### config.mk
export PLATFORM = sky130hd
export DESIGN_NAME = vx_dp_ram_reader
export DESIGN_NICKNAME = d
export VERILOG_FILES = /design/src/rtl/vx_dp_ram_reader.sv
export SDC_FILE = /design/constraint.sdc
export NUM_CORES = 1
export LEC_CHECK = 0
export CAP_MARGIN = 20
export CORE_UTILIZATION = 40
export DETAILED_ROUTE_END_ITERATION = 7
export SLEW_MARGIN = 10
export SYNTH_ARGS = -nofsm -noshare
export SYNTH_HDL_FRONTEND = slang
export SYNTH_SLANG_ARGS = --single-unit
### constraint.sdc
create_clock -name clk -period 3.8 [get_ports clk]
set_input_delay 0.38 -clock clk [delete_from_list [all_inputs] [get_ports clk]]
set_output_delay 0.38 -clock clk [all_outputs]
set_load 0.01 [all_outputs]
### src/rtl/vx_dp_ram_reader.sv
// vx_dp_ram_reader: tagged read front-end for a RAM port with a credit-guarded in-order response queue
module vx_dp_ram_reader #(
  parameter int DATAW       = 32,
  parameter int ADDRW       = 8,
  parameter int TAGW        = 4,
  parameter int RAM_LATENCY = 1,
  parameter int RSP_DEPTH   = 4
) (
  input  logic             clk,
  input  logic             reset,
  input  logic             req_valid,
  input  logic [ADDRW-1:0] req_addr,
  input  logic [TAGW-1:0]  req_tag,
  output logic             req_ready,
  output logic [ADDRW-1:0] ram_raddr,
  input  logic [DATAW-1:0] ram_rdata,
  output logic             rsp_valid,
  output logic [DATAW-1:0] rsp_data,
  output logic [TAGW-1:0]  rsp_tag,
  input  logic             rsp_ready,
  output logic             busy
);
  localparam int PW = RSP_DEPTH > 1 ? $clog2(RSP_DEPTH) : 1;
  localparam int CW = $clog2(RSP_DEPTH) + 1;

  if (RAM_LATENCY < 0 || RAM_LATENCY > 1 || RSP_DEPTH < RAM_LATENCY + 1 ||
      (RSP_DEPTH & (RSP_DEPTH - 1)) != 0) begin : g_bad_params
    $error("vx_dp_ram_reader: RAM_LATENCY must be 0/1, RSP_DEPTH a power of 2 >= RAM_LATENCY+1");
  end

  logic            fire, enq, deq, stg_valid;
  logic [TAGW-1:0] enq_tag;
  logic [CW-1:0]   occ;
  logic [PW-1:0]   wptr, rptr;
  logic [DATAW+TAGW-1:0] mem [RSP_DEPTH];

  assign ram_raddr = req_addr;
  assign fire      = req_valid && req_ready;
  assign deq       = rsp_valid && rsp_ready;
  assign rsp_valid = occ != '0;
  assign busy      = rsp_valid || stg_valid;
  // Slots already promised to in-flight reads count against the queue, so data never arrives to a full queue
  assign req_ready = (({1'b0, occ} + {{CW{1'b0}}, stg_valid}) < (CW+1)'(RSP_DEPTH)) || deq;

  if (RAM_LATENCY == 0) begin : g_comb
    assign stg_valid = 1'b0;
    assign enq       = fire;
    assign enq_tag   = req_tag;
  end else begin : g_reg
    logic [TAGW-1:0] stg_tag;
    always_ff @(posedge clk or posedge reset) begin
      if (reset) stg_valid <= 1'b0;
      else stg_valid <= fire;
    end
    always_ff @(posedge clk) begin
      if (fire) stg_tag <= req_tag;
    end
    assign enq     = stg_valid;
    assign enq_tag = stg_tag;
  end

  always_ff @(posedge clk or posedge reset) begin
    if (reset) begin
      occ  <= '0;
      wptr <= '0;
      rptr <= '0;
    end else begin
      occ <= occ + CW'(enq) - CW'(deq);
      if (enq) wptr <= wptr == PW'(RSP_DEPTH - 1) ? '0 : wptr + PW'(1);
      if (deq) rptr <= rptr == PW'(RSP_DEPTH - 1) ? '0 : rptr + PW'(1);
    end
  end

  always_ff @(posedge clk) begin
    if (enq) mem[wptr] <= {ram_rdata, enq_tag};
  end

  assign {rsp_data, rsp_tag} = mem[rptr];
endmodule

==> reports/results.ini <==
[logic_synthesis]
yosysTopAreaCell=edfxtp_1
synth.ff_latch_count=156
synth_largest_type_area_fraction_pct=75.4
yosys-top-cells-area=edfxtp_1 75%, mux4_2 14%, dfrtp_1 3.4%
synth_commonest_cells=148 x edfxtp_1, 36 x mux4_2, 9 x buf_4, 9 x inv_1
ys_warn_count=0
synthArstFlopShare_pct=5.13
post-synth-top-count-cell=edfxtp_1
seq_total_area_yosys_pct=78.8
synth_top_flop_cell=edfxtp_1
synthesis.nets=307
synth_edf_count=148
synth_cell_types=25
cell_area_after_synthesis_mm2=0.00589
syn_area_per_cell_um2=23.6
post_synthesis_instance_total=250

[timing]
max_slew_margin_pct=31.8
min_period_over_period_pct=76.4
fmax_ghz=0.345
timing_worst_slew_pin_value_ps=1020
timing.final.ws_setup_ps=899
rsz0062_at_grt=no
timing_hold_violations_final=0
finalSetupTns_ps=0
setup_viol=0
final.min_clock_period_ps=2900
clock_skew_ps=4.80
drv_slew=0

[route]
first_iter_violations=170
viasPerCell=4.98
met3_wirelength_um=445
drc_errors=0
routed-via-count=2610
drt_pre_antenna_iters=4
detail-route-antenna-nets=0
met2_length_um=4810
routed_wire_length_per_instance_um=19.1
top_layer=met4
wirelength_met1_um=4570
wl_um=10000

[worst_setup_path]
path_max_fanout=22
cp-startpoint=rptr[0]
cp-start-kind=register
critPathKind=register to output port
critical_path.slowest_cell=dfrtp_2
crit_required_ps=3420
setup.worst_path.end_class=output port
timing.critical_path.buf_inv=2
timing.critical_path.max_delay_family=buffers and inverters
cp_data_arrival_time_ps=2520
worst_r2r_startpoint=occ[1]
worst_path_largest_cell_delay_ps=760
crit_path_cell_trace=buf_12, mux4_2, clkdlybuf4s50_1

[power_and_ir_drop]
power-per-cell-area_mw_per_mm2=817
power_report.internal_total_mw=4.42
power.clock.fraction_pct=28.6
total_power_mw=6.04
power.switching_fraction_pct=26.8
vdd.ir_drop.worst_v=0.000376
share_comb_of_total_power_pct=28.6
seqPwrFrac_pct=42.8
switchingPower_mw=1.62
power.leakage_nw=2.44

[die]
fp.dieW_um=123
design.core.area_mm2=0.0141
die_area_mm2=0.0152
ios=95
initial_core_utilization_pct=41.8
die_y_um=123
num_rows=43

[layout]
antenna_cells=0
nets=388
finish.instance_area_mm2=0.00739
fillerInstances=1127
multi_input_area_mm2=0.00108
regArea_mm2=0.00465
synthToLayoutAreaGrowth_pct=25.5
final_layout_size_suffix_gt1_share_pct=21.8

[global_route]
grt_first_pass_wirelength_um=15500
via_count_of_the_first_global_routing_pass=2865
grt_max_degree=39
grt.total_usage_pct=14.8
grt-ovfl-total=0
number_of_antenna_violations_at_the_first_check_in_global_routing=0

[placed_design]
io_buffer_count=78
finalWeightedCongestion=0.725
preCtsSetupSlack_ps=1260
placement.cell_area_mm2=0.00679
post-dp-hpwl_um=5700

[cts]
worst_skew_pair.late_latency_ps=420
cts_sinks=156
cts_tree=done
cts-hold-fix-buffers=0
clock_tree.root_cell=clkbuf_16
path_clk_slew_ps=60
cts.path.max_buffers=2
postCtsSetupRepairBufs=0
h-tree-depth=4
cts_inserted_buffers=17
cts_resized=0

[status]
outcome=completed

[min_path]
hold_crit_class=input pin to async pin

[flow_run]
timing.max_cap.violations=0

kinds of logic (layout without fill, tap and decap cells):
| family | Yosys count | after routing | share of synthesized area [%] |
|---|---|---|---|
| muxes | 38 | 38 | 14.1 |
| AOI/OAI and AO/OA | 7 | 7 | 0.637 |
| adders and majority gates | 9 | 9 | 2.04 |
| and+or+nand+nor | 13 | 13 | 1.27 |
| buffers and inverters | 26 | 120 | 2.91 |
| DFF | 156 | 156 | 78.8 |
| xor gates and xnor gates | 1 | 1 | 0.149 |
cell type report:
| type | instances | area share (%) |
|---|---|---|
| inverter | 9 | 0.457 |
| timing repair buffer | 79 | 10.8 |
| multi-input combinational | 68 | 14.6 |
| clock buffer | 18 | 5.81 |
| sequential | 156 | 62.9 |
| clock inverter | 14 | 2.39 |
| tap | 180 | 3.05 |
state kept, by name, indices dropped and copies added, names as in the netlist:
name / count
enq_tag: 4
rptr: 2
mem: 144
wptr: 2
enq: 1
occ: 3
path summary, 6_finish.rpt:
kind / to / slack, ps / depth (start not counted)
worst min register to register: mem[2][3] / 500 / 0
worst max-delay path: rsp_tag[1] / 900 / 3
max in group asynchronous: rptr[1] / 3280 / 2
min in group clk: mem[2][3] / 500 / 0
worst min-delay path: enq / 230 / 2
worst max register to register: occ[2] / 1530 / 9
power by group through the flow:
| stage | registers, mW | logic, mW | clock network [mW] |
|---|---|---|---|
| after floorplan | 2.44 | 1.13 | 0 |
| final | 2.59 | 1.73 | 1.73 |
| after global placement | 2.61 | 1.75 | 0 |
| after global routing | 2.64 | 1.88 | 1.82 |
| after CTS | 2.60 | 1.77 | 1.75 |
| after detailed placement | 2.64 | 1.76 | 0 |
stage by stage:
stage	instances	hold WS [ps]	util, %
finish	524	235	52.4
CTS	524	243	52.4
floorplan	250	196	-
detailed placement	492	492	48.1
global placement	492	469	48.1
global route	524	259	52.4
cell usage in the layout, fill, tap and decap left out, types with 3 or more instances in the layout:
master	count
clkinv_1	3
clkbuf_16	17
clkinv_2	3
o21ai_0	5
and2_2	4
edfxtp_1	148
bufinv_16	4
mux4_2	36
clkdlybuf4s50_1	78
ha_1	8
inv_1	9
clkinvlp_4	4
dfrtp_1	6
layer usage:
layer | GRT usage (%) | vias up
li1 | - | 1179
met1 | 18.3 | 1350
met2 | 23.4 | 64
met3 | 4.98 | 17
met4 | 7.00 | 0
met5 | 0 | -
Power figures use the tool's default switching activity.
